File: src/rtl/soc_bus_fabric.sv
`default_nettype none
// ============================================================================
// Module   : soc_bus_fabric
// Purpose  : CPU data-port interconnect with base/mask slave decode, per-slave
//            ready merge into one CPU stall, unmapped-access trap and sticky
//            error capture. Optional hung-slave watchdog: BUS_TIMEOUT_EN.
// Revision : 1.0 - initial release
// ============================================================================
module soc_bus_fabric #(
    parameter int                         NUM_SLAVES     = 4,
    parameter int                         DATA_W         = 32,
    parameter logic [32*NUM_SLAVES-1:0]   SLAVE_BASE     = {NUM_SLAVES{32'h0}},
    parameter logic [32*NUM_SLAVES-1:0]   SLAVE_MASK     = {NUM_SLAVES{32'hFFFF_0000}},
    parameter int                         TIMEOUT_CYCLES = 255,
    parameter logic [DATA_W-1:0]          ERR_RDATA      = 32'hDEADBEEF
) (
    input  logic                         clk,
    input  logic                         reset,
    input  logic [31:0]                  data_addr,
    input  logic                         ren,
    input  logic                         wen,
    input  logic [DATA_W-1:0]            data_out,
    input  logic [DATA_W/8-1:0]          byte_select,
    output logic [DATA_W-1:0]            data_in,
    output logic                         ready,
    output logic [NUM_SLAVES-1:0]        slv_ren,
    output logic [NUM_SLAVES-1:0]        slv_wen,
    output logic [31:0]                  slv_addr,
    output logic [DATA_W-1:0]            slv_wdata,
    output logic [DATA_W/8-1:0]          slv_be,
    input  logic [NUM_SLAVES*DATA_W-1:0] slv_rdata,
    input  logic [NUM_SLAVES-1:0]        slv_ready,
    output logic                         bus_err,
    output logic [31:0]                  err_addr,
    input  logic                         err_clr
);

    localparam int c_be_w  = DATA_W / 8;
    localparam int c_idx_w = (NUM_SLAVES > 1) ? $clog2(NUM_SLAVES) : 1;

    typedef enum logic [1:0] {
        IDLE = 2'd0,
        WAIT = 2'd1,
        DONE = 2'd2
    } state_t;

    state_t                  state_q, state_d;
    logic [c_idx_w-1:0]      idx_q, idx_d;
    logic                    wr_q, wr_d;
    logic [31:0]             addr_q, addr_d;
    logic [DATA_W-1:0]       wdata_q, wdata_d;
    logic [c_be_w-1:0]       be_q, be_d;
    logic [DATA_W-1:0]       data_in_q, data_in_d;
    logic [NUM_SLAVES-1:0]   ren_q, ren_d;
    logic [NUM_SLAVES-1:0]   wen_q, wen_d;
    logic                    bus_err_q, bus_err_d;
    logic [31:0]             err_addr_q, err_addr_d;

`ifdef BUS_TIMEOUT_EN
    localparam int                 c_cnt_w    = $clog2(TIMEOUT_CYCLES + 1);
    localparam logic [c_cnt_w-1:0] c_cnt_last = c_cnt_w'(TIMEOUT_CYCLES - 1);
    logic [c_cnt_w-1:0]            cnt_q, cnt_d;
`endif

    logic                    w_req;
    logic [NUM_SLAVES-1:0]   w_hit;
    logic                    w_hit_any;
    logic [c_idx_w-1:0]      w_hit_idx;
    logic [DATA_W-1:0]       w_rdata [NUM_SLAVES];
    logic                    w_sel_ready;
    logic                    w_err_set;
    logic [31:0]             w_err_src;

    assign w_req = ren | wen;

    generate
        for (genvar i = 0; i < NUM_SLAVES; i++) begin : g_slave
            assign w_hit[i]   = (data_addr & SLAVE_MASK[32*i +: 32]) == SLAVE_BASE[32*i +: 32];
            assign w_rdata[i] = slv_rdata[DATA_W*i +: DATA_W];
        end
    endgenerate

    // Scan from the top down so the lowest matching index is the one left standing.
    always_comb begin
        w_hit_any = 1'b0;
        w_hit_idx = '0;
        for (int i = NUM_SLAVES - 1; i >= 0; i--) begin
            if (w_hit[i]) begin
                w_hit_any = 1'b1;
                w_hit_idx = c_idx_w'(i);
            end
        end
    end

    assign w_sel_ready = slv_ready[idx_q];

    always_comb begin
        state_d    = state_q;
        idx_d      = idx_q;
        wr_d       = wr_q;
        addr_d     = addr_q;
        wdata_d    = wdata_q;
        be_d       = be_q;
        data_in_d  = data_in_q;
        ren_d      = ren_q;
        wen_d      = wen_q;
        bus_err_d  = bus_err_q;
        err_addr_d = err_addr_q;
        w_err_set  = 1'b0;
        w_err_src  = addr_q;
`ifdef BUS_TIMEOUT_EN
        cnt_d      = cnt_q;
`endif
        case (state_q)
            IDLE: begin
                if (w_req) begin
                    idx_d   = w_hit_idx;
                    wr_d    = wen;
                    addr_d  = data_addr;
                    wdata_d = data_out;
                    be_d    = byte_select;
                    if (w_hit_any) begin
                        state_d = WAIT;
                        if (wen) wen_d[w_hit_idx] = 1'b1;
                        else     ren_d[w_hit_idx] = 1'b1;
`ifdef BUS_TIMEOUT_EN
                        cnt_d = '0;
`endif
                    end else begin
                        state_d   = DONE;
                        data_in_d = ERR_RDATA;
                        w_err_set = 1'b1;
                        w_err_src = data_addr;
                    end
                end
            end
            WAIT: begin
                if (w_sel_ready) begin
                    if (!wr_q) data_in_d = w_rdata[idx_q];
                    state_d = DONE;
                    ren_d   = '0;
                    wen_d   = '0;
                end
`ifdef BUS_TIMEOUT_EN
                else if (cnt_q == c_cnt_last) begin
                    state_d   = DONE;
                    ren_d     = '0;
                    wen_d     = '0;
                    data_in_d = ERR_RDATA;
                    w_err_set = 1'b1;
                end else begin
                    cnt_d = cnt_q + c_cnt_w'(1);
                end
`endif
            end
            DONE:    state_d = IDLE;
            default: state_d = IDLE;
        endcase

        // A clear in the same cycle as a new error takes precedence.
        if (err_clr) begin
            bus_err_d  = 1'b0;
            err_addr_d = '0;
        end else if (w_err_set) begin
            bus_err_d = 1'b1;
            if (!bus_err_q) err_addr_d = w_err_src;
        end
    end

    always_ff @(posedge clk or negedge reset) begin
        if (!reset) begin
            state_q    <= IDLE;
            idx_q      <= '0;
            wr_q       <= 1'b0;
            addr_q     <= '0;
            wdata_q    <= '0;
            be_q       <= '0;
            data_in_q  <= '0;
            ren_q      <= '0;
            wen_q      <= '0;
            bus_err_q  <= 1'b0;
            err_addr_q <= '0;
`ifdef BUS_TIMEOUT_EN
            cnt_q      <= '0;
`endif
        end else begin
            state_q    <= state_d;
            idx_q      <= idx_d;
            wr_q       <= wr_d;
            addr_q     <= addr_d;
            wdata_q    <= wdata_d;
            be_q       <= be_d;
            data_in_q  <= data_in_d;
            ren_q      <= ren_d;
            wen_q      <= wen_d;
            bus_err_q  <= bus_err_d;
            err_addr_q <= err_addr_d;
`ifdef BUS_TIMEOUT_EN
            cnt_q      <= cnt_d;
`endif
        end
    end

    assign ready     = ((state_q == IDLE) && !w_req) || (state_q == DONE);
    assign data_in   = data_in_q;
    assign slv_ren   = ren_q;
    assign slv_wen   = wen_q;
    assign slv_addr  = addr_q;
    assign slv_wdata = wdata_q;
    assign slv_be    = be_q;
    assign bus_err   = bus_err_q;
    assign err_addr  = err_addr_q;

endmodule
`default_nettype wire

File: config.mk
export PLATFORM = sky130hd
export DESIGN_NAME = soc_bus_fabric
export DESIGN_NICKNAME = d
export VERILOG_FILES = /design/src/rtl/soc_bus_fabric.sv
export SDC_FILE = /design/constraint.sdc
export NUM_CORES = 1
export LEC_CHECK = 0
export BUFFER_PORTS_ARGS = -buffer_cell sky130_fd_sc_hd__buf_2
export CAP_MARGIN = 20
export CORE_AREA = 2 2 134 136
export CTS_CLUSTER_DIAMETER = 150
export DETAILED_ROUTE_END_ITERATION = 7
export DIE_AREA = 0 0 136 138
export PLACE_DENSITY_LB_ADDON = 0.1
export SLEW_MARGIN = 20
export SYNTH_ARGS = -nofsm -noshare
export SYNTH_HDL_FRONTEND = slang
export SYNTH_SLANG_ARGS = --single-unit
File: constraint.sdc
create_clock -name clk -period 3.2 [get_ports clk]
set_input_delay 0.32 -clock clk [delete_from_list [all_inputs] [get_ports clk]]
set_output_delay 0.32 -clock clk [all_outputs]
set_load 0.02 [all_outputs]
# --- Word-level counts from Yosys, hierarchy flattened ---
# Cells that the tools add are included.
word_totals:
  regBits: 144
  in_bits: 205
  out_inout_bits: 142
op_classes:
  eq_ne: 10
  mux: 30
  bitwise: 2
  n_reduce_logical: 14
op_table:
  columns: ["cell", "n"]
  rows:
  - ["$mux W32", 10]
  - ["$pmux W32 S2", 1]
  - ["$logic_not A32 Y1", 1]
  - ["$ne A2 B2 Y1 const B", 8]
  - ["$pmux W4 S2", 2]
  - ["$reduce_and A5 Y1", 3]
  - ["$mux W1", 12]
  - ["$mux W2", 3]
  - ["$reduce_and A2 Y1", 3]
  - ["$mux W4", 1]
  - ["$pmux W2 S2", 1]
  - ["$reduce_bool A2 Y1", 2]
  - ["$reduce_and A3 Y1", 1]
  - ["$eq A2 B1 Y1 const B", 1]
  - ["$eq A2 B2 Y1 const B", 1]
  - ["$logic_not A2 Y1", 1]
  - ["$logic_and A1 B1 Y1", 1]
  - ["$logic_not A1 Y1", 1]
  - ["$logic_or A1 B1 Y1", 1]
  - ["$not A1 Y1", 1]
  - ["$or A1 B1 Y1", 1]

# --- Depth between registers and ports, before layout ---
# Gate-level depths: netlist of the first run.
depth:
  word_depth: 8
  mapped_depth: 6
  ltp_nobuf: 4

# --- Least setup slack after synthesis of the first run ---
# No wires, ideal clock.
synth_timing:
  path_kind: "reg-to-reg"
  from: "reg state_q[0]"
  to: "reg err_addr_q[0] (netlist: err_addr[0])"
  setup_time_ns: 0.079
  arrival_time_ns: 1.457
  slack_ns: 1.664
  path_stages_with_launch: 6
  n_path_buf: 1
  synth_period_minus_slack_ns: 1.536
  path_cell_list: "dfrtp_1 -> nor2_8 -> o21ai_4 -> nor3_4 -> buf_8 -> mux2i_1"
synth_between:
  elab_chain_len: 5
  elab_cells_between_ends: 8
  cone_classes: "mux: 5; reduce/logical: 3"
synth_rtl:
  columns: ["item", "line_no", "rtl"]
  rows:
  - ["start: declaration", "47", "state_t state_q, state_d;"]
  - ["start signal: assignment", "187", "state_q <= state_d;"]
  - ["$logic_not A2 Y1 *", "114", "case (state_q)"]
  - ["$mux W32", "114", null]
  - ["$mux W32", "166", "if (!bus_err_q) err_addr_d = w_err_src;"]
  - ["$mux W32", "164", "end else if (w_err_set) begin"]
  - ["$mux W32", "161", "if (err_clr) begin"]
  - ["end signal: assignment", "197", "err_addr_q <= err_addr_d;"]
  - ["end: declaration", "57", "logic [31:0] err_addr_q, err_addr_d;"]
# Mark *: on every way between the ends. The rest lies on a longest branch, timed or not. The select of a mux whose other input is x is not followed.
# A chain may end at the register's enable or synchronous reset.

# --- Worst setup path in the final report of the first run ---
layout_timing:
  from: "reg state_q[0]"
  to: "reg err_addr_q[1] (netlist: err_addr[1])"
# Same word-level chain as after synthesis.

==> reports/metrics.yaml, run 1 <==
worst-r2r-cell-count: 5
post_drt_via_cell_ratio: 4.46
max_stage_delay_ns: 0.50
fmax_ghz: 0.496
grt_setup_unrepaired: "false"
synth.top_cell.area_share_pct: 60.2
final_hold_viol_count: 0
clkLatencyLatePin_ns: 0.42
worstHoldPathType: "in2reg"
r2r_slack_ns: 1.18
vias: 4548
overflow: 0
cts_tree: "yes"
grt_first_pass_wirelength_um: 23900
area_delta_synth_final_pct: 33.9
grt_pass1_vias: 4629
finalSetupViolCount: 0
wl_per_cell_um: 14.7
skew_ns: 0.00461
ys_seq_area_share_pct: 60.2
post_cts_buffers: 0
cts_sinks: 138
maxCapViolCount: 0
initial_core_util_pct: 32.7
synth.distinct_cells: 34
io_buffers: 241
post_dp_cell_area_um2: 7070
p_leak_nw: 4.01
clock_path_buffers: 2
cp_slowest_cell: "buf_4"
reg2reg_to: "err_addr[1]$_DFFE_PN0P_"
layout_commonest_cell: "buf_2"
yosysTopAreaCell: "dfrtp_1"
ant_nets: 0
drv_slew: 0
ys_ff_latch: 138
fp.dieW_um: 136
num-nets-final: 983
crit_chain: "nor2_8 > o21ai_4 > nor3_4 > buf_4 > mux2i_1"
min_from: "byte_select[3]"
power_w: 0.00501
crit_required_ns: 3.53
rows: 49
vdd_ir_drop_max_v: 0.000366
wl_um: 14900
post-route-min-period_ns: 2.02
synth.avg_cell_area_um2: 10.6
p_per_area_nw_per_um2: 653
grt_max_degree: 83
worstSetupStartpointType: "flip-flop"
cts_buffers: 17
cts_hold_buf: 1
antenna_cells: 0
critPathArrivalTime_ns: 2.35
first_iter_violations: 156
route.detailed.drc: 0
post_cts_resized: 0
post_route_cells_drive_above_1_share_pct: 36.1
die_y_um: 138
synth_cells: 542
worst_pin_slew_ns: 0.838
ys.flop_type: "dfrtp_1"
synthTopCellsByArea: "dfrtp_1 60%, nand2_1 13%, nand2b_1 6.8%"
clock-root-buffer: "clkbuf_16"
place_hpwl_um: 10500
design_area_um2: 7680
io_pins: 347
path_class: "reg2reg"
crit_fanout: 32
fin_setup_tns_ns: 0
antenna_found_initial: 1
core_um2: 17500
grtUsageTotal_pct: 16.3
whs_ns: 0.0902
reg2reg_from: "state_q[0]$_DFFE_PN0P_"
slew-limit-headroom_pct: 44.1
cp-end-kind: "flip-flop"
synth.cell_area_um2: 5730
cts.clk_slew.worst_paths_ns: 0.06
holdPathStages: 3
gp_congestion: 0.766
synth_edf_count: 0
finalCritPeriodShare_pct: 63.0
fp.dieArea_um2: 18800
dr.pass1.iters: 4
htreeDepth: 4
yosysWarnings: 0
status: "finished clean"
async_reset_ff_share_pct: 100
whs_endpoint: "slv_be[3]$_DFFE_PN0P_"
layout_common_cells: "240 x buf_2, 205 x nand2_1, 138 x dfrtp_1, 62 x nand2b_1, 32 x mux2i_1"
[cell usage after synthesis, types with 2 or more instances]
master and n:
nand2b_1 62, o22a_1 24, inv_1 3, nor4_1 3
clkbuf_1 15, or2_1 2, buf_6 6, buf_8 3
nand2_1 205, buf_2 5, nand3b_1 2, mux2i_1 32
or2b_1 2, a22o_1 9, buf_4 7, dfrtp_1 138
nor2_1 7
[cell type report]
cell class | instances | area (µm²)
inverter | 3 | 11.3
timing repair buffer | 248 | 1280
fill | 1760 | 9860
clock buffer | 20 | 457
sequential | 138 | 3450
clock inverter | 11 | 144
multi-input combinational | 370 | 2050
tap | 229 | 287
[critical path: cells and delay by family (launching register included)]
family / cells / cell delay, ns
buffers and inverters: 1 / 0.50
flip-flops: 1 / 0.48
AND/OR/NAND/NOR: 2 / 0.43
multiplexers: 1 / 0.25
AO/OA/AOI/OAI: 1 / 0.24
[power breakdown]
part	switching, W	internal, W	total, W
Clock	0.000737	0.00126	0.00200
Sequential	0.000106	0.00194	0.00205
Combinational	0.000639	0.000327	0.000967
Total	0.00148	0.00353	0.00501
[sequential cells by signal, indices dropped and copies added (netlist names), 2 cells and up]
signal,flops
data_in,32
err_addr,32
slv_addr,32
slv_be,4
slv_wdata,32
state_q,2
[how the worst max path moves through the flow]
stage	start	to	slack, ns	cells past startpoint
3_5_place_dp	data_addr[24]	err_addr[12]$_DFFE_PN0P_	1.06	6
3_3_place_gp	data_addr[16]	err_addr[1]$_DFFE_PN0P_	1.07	6
6_report	state_q[0]$_DFFE_PN0P_	err_addr[1]$_DFFE_PN0P_	1.18	5
4_1_cts	state_q[0]$_DFFE_PN0P_	err_addr[19]$_DFFE_PN0P_	1.16	5
2_1_floorplan	state_q[0]$_DFFE_PN0P_	err_addr[0]$_DFFE_PN0P_	1.66	5
5_1_grt	state_q[0]$_DFFE_PN0P_	err_addr[22]$_DFFE_PN0P_	1.04	5
[layer usage]
layer / vias to the layer above / wire length [µm] / track usage [%]
met3: 26 / 1100 / 4.73
met4: 0 / 370 / 7.46
met5: - / 0 / 0
met1: 2159 / 6400 / 20.5
met2: 154 / 7080 / 25.9
li1: 2209 / - / -
[per-stage QoR]
stage | util (%) | std cells | setup slack (ns)
3_3_place_gp | 40.3 | 987 | 1.07
2_1_floorplan | - | 547 | 1.66
6_report | 43.8 | 1019 | 1.18
3_5_place_dp | 40.3 | 987 | 1.06
5_1_grt | 43.8 | 1019 | 1.04
4_1_cts | 43.8 | 1019 | 1.16
[logic make-up after synthesis]
group | after synthesis | share of synthesized area, %
other cells | 1 | 0.0654
simple gates | 289 | 22.9
compound gates | 43 | 6.68
flops | 138 | 60.2
mux | 32 | 5.59
buf+inv | 39 | 4.50
No activity file was read; power rests on OpenSTA's default activity.
==> run 2: changes to the inputs <==
Settings changed: ABC_AREA set to 1, CORE_AREA 2 2 134 136 to 2 2 136 138, DIE_AREA 0 0 136 138 to 0 0 138 140.
Clock period 3.2 ns to 1.94 ns, I/O delays scaled along.
==> reports/metrics.yaml, run 2 <==
post_drt_via_cell_ratio: 4.44  # -0.57%
area_delta_synth_final_pct: 42.9
regArea_um2: 3450  # unchanged
core_um2: 17800  # +1.4%
rows: 49  # unchanged
ys.flop_type: "dfrtp_1"
critPathLaunch: "state_q[0]$_DFFE_PN0P_"
worstHoldPathType: "in2reg"
switchingPower_w: 0.00274  # +85%
status: "finished clean"
reg2reg_to: "err_addr[28]$_DFFE_PN0P_"
endpoint: "err_addr[28]$_DFFE_PN0P_"
seqPwrFrac_pct: 40.9  # about the same
yosysTopAreaCell: "dfrtp_1"
cts_hold_buf: 39  # +38
crit_chain: "nor2_2 > nand2_4 > inv_2 > buf_4 > nand3_1 > nand2_1 > nand2_1"
first_iter_violations: 139  # -11%
overflow: 0  # unchanged
antenna_cells: 0  # unchanged
path_class: "reg2reg"
initial_core_util_pct: 31.5  # -1.2 points
fp.dieW_um: 138  # +1.5%
cts.clk_slew.worst_paths_ns: 0.06  # about the same
cp-end-kind: "flip-flop"
synth.avg_cell_area_um2: 9.43  # -11%
drv_slew: 0  # unchanged
dp.cells: 1041  # +5.5%
synthTopCellsByArea: "dfrtp_1 62%, nand2_1 13%, o21ai_2 5.0%"
internal_power_w: 0.00585  # +66%
cts_tree: "yes"
cts_sinks: 138  # unchanged
clock_path_buffers: 2  # unchanged
fmax_ghz: 0.624  # +26%
multi_input_area_um2: 1780  # -13%
synthTopCellsByCount: "197 x nand2_1, 138 x dfrtp_1, 38 x inv_1"
dr.pass1.iters: 4  # unchanged
cp_slowest_cell: "dfrtp_1"
vias: 4935  # +8.5%
layout_commonest_cell: "buf_2"
layout_common_cells: "240 x buf_2, 197 x nand2_1, 138 x dfrtp_1, 39 x dlygate4sd3_1, 38 x inv_1"
post_cts_resized: 0  # unchanged
p_leak_nw: 4.28  # +6.7%
place_hpwl_um: 10800  # +2.8%
ys_seq_area_share_pct: 61.6  # +1.4 points
finalSetupViolCount: 0  # unchanged
grt_max_degree: 102  # +23%
route.detailed.drc: 0  # unchanged
clock-root-buffer: "clkbuf_16"
skew_ns: 0.00632  # +0.00171 ns
timing.final.ws_setup_ns: 0.338  # -0.846 ns
yosysWarnings: 0  # unchanged
p_clk_share_pct: 35.8  # -4.1 points
grt_pass1_vias: 5038  # +8.8%
crit_fanout: 37  # +16%
post_route_cells_drive_above_1_share_pct: 36.6  # +0.50 points
fin_setup_tns_ns: 0  # unchanged
synth_cells: 594  # +9.6%
maxCapViolCount: 0  # unchanged
max_stage_delay_ns: 0.40  # -0.10 ns
die_y_um: 140  # +1.4%
io_pins: 347  # unchanged
cts_buffers: 17  # unchanged
critPathArrivalTime_ns: 1.90  # -0.45 ns
crit_required_ns: 2.24  # -1.29 ns
grt_setup_unrepaired: "false"
ant_nets: 0  # unchanged
wl_um: 15800  # +5.6%
ys_ff_latch: 138  # unchanged
async_reset_ff_share_pct: 100  # unchanged
synth_edf_count: 0  # unchanged
nFillCells: 1755  # -0.28%
wl_per_cell_um: 14.2  # -3.2%
antenna_found_initial: 1  # unchanged
io_buffers: 241  # unchanged
p_per_area_nw_per_um2: 1070  # +64%
worst-r2r-cell-count: 7  # +2
synth.distinct_cells: 24  # -29%
fp.dieArea_um2: 19300  # +2.9%
cp_common_cell: "nand2_1"
reg2reg_from: "state_q[0]$_DFFE_PN0P_"
dp_slack_ns: 0.337  # -0.722 ns
post-route-min-period_ns: 1.60  # -0.414 ns
grt_first_pass_wirelength_um: 26000  # +8.7%
p_sw_share_pct: 31.9  # +2.3 points
gp_congestion: 0.723  # -5.6%
yosys.cell_count.top_type: "nand2_1"
synth.cell_area_um2: 5600  # -2.3%
r2r_slack_ns: 0.34  # -0.85 ns
power_frac_comb_pct: 23.2  # +3.9 points
stdcell_count: 1112  # +9.1%
post_cts_buffers: 0  # unchanged
htreeDepth: 4  # unchanged
vdd_ir_drop_max_v: 0.000593  # +62%
grtUsageTotal_pct: 16.7  # +0.43 points
finalCritPeriodShare_pct: 82.6  # +20 points
num-nets-final: 1075  # +9.4%
clkLatencyLatePin_ns: 0.41  # about the same
worstSetupStartpointType: "flip-flop"
final_hold_viol_count: 0  # unchanged
synth.top_cell.area_share_pct: 61.6  # +1.4 points
-- run 2: cell types whose count changed in the layout (fill, tap and decap cells not counted), moves of 31 or more --
cell,change
mux2i_1,-32
nand3_1,+35
nand2b_1,-62
inv_1,+35
dlygate4sd3_1,+38
o21ai_2,+31
o21ai_0,+33
-- run 2: cells by family after synthesis --
family | count (synthesis) | synth area share [%]
other | 1 | 0.0669
and+or+nand+nor | 276 | 19.8
buffers and inverters | 79 | 7.03
DFF | 138 | 61.6
AOI/OAI and AO/OA | 100 | 11.4
-- run 2: critical path: cells and delay by family, from the launching register on --
family | cells | cell delay [ns]
buffers and inverters | 2 | 0.45
DFF | 1 | 0.40
and+or+nand+nor | 5 | 0.64
-- run 2: how the worst min path moves through the flow --
| stage | start | end | slack [ns] | cells after the start |
|---|---|---|---|---|
| floorplan | reset | bus_err$_DFFE_PN0P_ | -0.10 | 0 |
| global placement | reset | err_addr[12]$_DFFE_PN0P_ | 0.10 | 1 |
| detailed placement | reset | slv_addr[12]$_DFFE_PN0P_ | 0.11 | 1 |
| CTS | data_addr[7] | err_addr[7]$_DFFE_PN0P_ | 0.01 | 3 |
| global route | slv_rdata[4] | data_in[4]$_DFFE_PN0P_ | 0.03 | 3 |
| finish | data_addr[7] | err_addr[7]$_DFFE_PN0P_ | 0.04 | 3 |
-- run 2: layout make-up --
class                      count  share of cell area [%]
clock buffer                  22                    5.92
multi-input combinational    382                    22.2
tap                          229                    3.58
inverter                      40                    1.87
clock inverter                10                    1.16
sequential                   138                    43.1
timing repair buffer         291                    22.1
-- run 2: power by group through the flow --
stage	Combinational, W	Clock, W	Sequential, W
CTS	0.00203	0.00318	0.00352
global placement	0.00194	0	0.00355
finish	0.00199	0.00308	0.00351
detailed placement	0.00197	0	0.00355
global route	0.00218	0.00331	0.00357
floorplan	0.000634	0	0.00408
-- run 2: routing by layer --
layer,up-vias,wire (µm),global-route usage [%],part of all wire [%]
met5,-,13,0,0.082
met4,2,328,6.12,2.1
met3,31,1200,5.74,7.6
met2,176,7420,27.2,47
met1,2304,6820,20.8,43
li1,2422,-,-,-
-- run 2: per-stage QoR --
stage | area, µm² | hold WS [ns] | total power (W) | util (%)
6_report | 8010 | 0.0390 | 0.00859 | 45.0
5_1_grt | 8010 | 0.0317 | 0.00907 | 45.0
4_1_cts | 8010 | 0.0124 | 0.00873 | 45.0
3_5_place_dp | 7050 | 0.112 | 0.00552 | 39.7
3_3_place_gp | 7050 | 0.104 | 0.00549 | 39.7
2_1_floorplan | 5620 | -0.102 | 0.00472 | -
==> run 3: changes to the inputs <==
Settings changed: CORE_AREA 2 2 136 138 to 2 2 134 136, DIE_AREA 0 0 138 140 to 0 0 136 138.
Clock period 1.94 ns to 1.3 ns, I/O delays scaled along.
==> reports/metrics.yaml, run 3 (synthesis results as in run 2) <==
status: "finished, violations left"
failed_checks: "setup timing"
worst-r2r-cell-count: 8  # +1
post_route_cells_drive_above_1_share_pct: 46.9  # +10 points
vdd_ir_drop_max_v: 0.000882  # +49%
regArea_um2: 3450  # unchanged
multi_input_area_um2: 2150  # +21%
grt_setup_unrepaired: "true"
cp-end-kind: "flip-flop"
gp_congestion: 0.736  # +1.9%
place_hpwl_um: 11300  # +4.5%
finalSetupViolCount: 100  # +100
nFillCells: 1638  # -6.7%
cts_tree: "yes"
grt_max_degree: 44  # -57%
p_per_area_nw_per_um2: 1470  # +37%
r2r_slack_ns: -0.12  # -0.46 ns
wl_per_cell_um: 14.7  # +3.4%
ant_nets: 0  # unchanged
cts_buffers: 17  # unchanged
post-route-min-period_ns: 1.42  # -0.182 ns
clock-root-buffer: "clkbuf_16"
area_delta_synth_final_pct: 72.1
min_from: "wen"
worstHoldPathType: "in2reg"
timing.final.ws_setup_ns: -0.120  # -0.458 ns
antenna_found_initial: 0  # -1
clkLatencyLatePin_ns: 0.41  # about the same
overflow: 0  # unchanged
cts.clk_slew.worst_paths_ns: 0.06  # about the same
layout_commonest_cell: "buf_2"
critPathArrivalTime_ns: 1.72  # -0.18 ns
first_iter_violations: 176  # +27%
initial_core_util_pct: 32.0  # +0.44 points
rows: 49  # unchanged
io_buffers: 241  # unchanged
grt_pass1_vias: 5827  # +16%
fmax_ghz: 0.704  # +13%
holdPathStages: 3  # unchanged
path_class: "reg2reg"
crit_fanout: 12  # -68%
post_drt_via_cell_ratio: 4.49  # +1.2%
skew_ns: 0.00616  # -0.000152 ns
fin_setup_tns_ns: -8.02  # -8.02 ns
fp.dieArea_um2: 18800  # -2.9%
core_um2: 17500  # -1.4%
htreeDepth: 4  # unchanged
antenna_cells: 0  # unchanged
whs_endpoint: "wr_q$_DFFE_PN0P_"
vias: 5453  # +10%
fp.dieW_um: 136  # -1.4%
route.detailed.drc: 0  # unchanged
design_area_um2: 9640  # +20%
reg2reg_from: "state_q[0]$_DFFE_PN0P_"
grt_first_pass_wirelength_um: 28300  # +8.9%
wl_um: 17800  # +13%
dr.pass1.iters: 4  # unchanged
finalCritPeriodShare_pct: 109  # +27 points
p_leak_nw: 4.97  # +16%
layout_common_cells: "239 x buf_2, 138 x dfrtp_1, 136 x nand2_1, 102 x dlygate4sd3_1"
io_pins: 347  # unchanged
grtUsageTotal_pct: 19.1  # +2.3 points
maxCapViolCount: 0  # unchanged
final_hold_viol_count: 0  # unchanged
crit_required_ns: 1.60  # -0.64 ns
final_core_util_pct: 55.0  # +9.9 points
post_dp_cell_area_um2: 7280  # +3.2%
stdcell_count: 1214  # +9.2%
worstSetupStartpointType: "flip-flop"
cts_sinks: 138  # unchanged
dp.cells: 1064  # +2.2%
reg2reg_to: "data_in[5]$_DFFE_PN0P_"
die_y_um: 138  # -1.4%
drv_slew: 0  # unchanged
clock_path_buffers: 2  # unchanged
num-nets-final: 1178  # +9.6%
-- run 3: changes by cell type in the layout (fill, tap and decap cells not counted), sizes merged --
cell,previous run,this run
buf,252,287
bufinv,1,4
clkbuf,22,26
clkinv,4,2
clkinvlp,4,3
dlygate4sd3,39,102
-- run 3: worst max-delay path by stage --
stage	start	endpoint	cells after the start
CTS	state_q[0]$_DFFE_PN0P_	slv_wdata[13]$_DFFE_PN0P_	8
global placement	data_addr[22]	data_in[0]$_DFFE_PN0P_	9
finish	state_q[0]$_DFFE_PN0P_	data_in[5]$_DFFE_PN0P_	8
floorplan	state_q[1]$_DFFE_PN0P_	data_in[23]$_DFFE_PN0P_	7
global route	state_q[0]$_DFFE_PN0P_	data_in[15]$_DFFE_PN0P_	8
detailed placement	state_q[0]$_DFFE_PN0P_	data_in[19]$_DFFE_PN0P_	8
-- run 3: timing repair --
action                                  4_1_cts  5_1_grt
hold buffers                                102        0
gates cloned                                  4        6
pin swaps                                     1        8
setup buffers                                 7        4
endpoints found under the hold margin       257        0
resized for setup                            51       74
endpoints found under the setup margin       83      132
-- run 3: metal layers --
| layer | global-route usage [%] | vias up | share of wire, % |
|---|---|---|---|
| li1 | - | 2636 | - |
| met1 | 23.5 | 2631 | 43 |
| met2 | 32.2 | 169 | 50 |
| met3 | 5.50 | 17 | 6.1 |
| met4 | 5.70 | 0 | 1.1 |
| met5 | 0 | - | 0 |
-- run 3: through the flow --
stage               setup WS (ns)  power, W  hold WS (ns)
global route               -0.214    0.0149        0.0314
CTS                        -0.114    0.0141       0.00304
finish                     -0.120    0.0141        0.0207
global placement          -0.0951   0.00830        0.0349
detailed placement         -0.121   0.00836        0.0324
floorplan                 -0.0224   0.00706        -0.166
-- run 3: final cells by class --
class                      count  share of cell area, %
multi-input combinational    382                   22.3
timing repair buffer         394                   30.7
tap                          229                   2.97
inverter                      40                   1.61
clock inverter                10                   1.71
clock buffer                  21                   4.88
sequential                   138                   35.8
-- run 3: where the power goes --
part	leakage, nW	switching [W]	internal (W)
Clock	0.302	0.00178	0.00336
Combinational	2.96	0.00219	0.00151
Sequential	1.71	0.000367	0.00492
-- run 3: critical path, stage by stage (launching register included) --
cell,delay [ns]
dfrtp_1,0.41
inv_1,0.07
nor2_2,0.13
nand2_2,0.09
a22oi_4,0.17
nand2_4,0.14
buf_12,0.18
nand2_2,0.06
o21ai_2,0.05
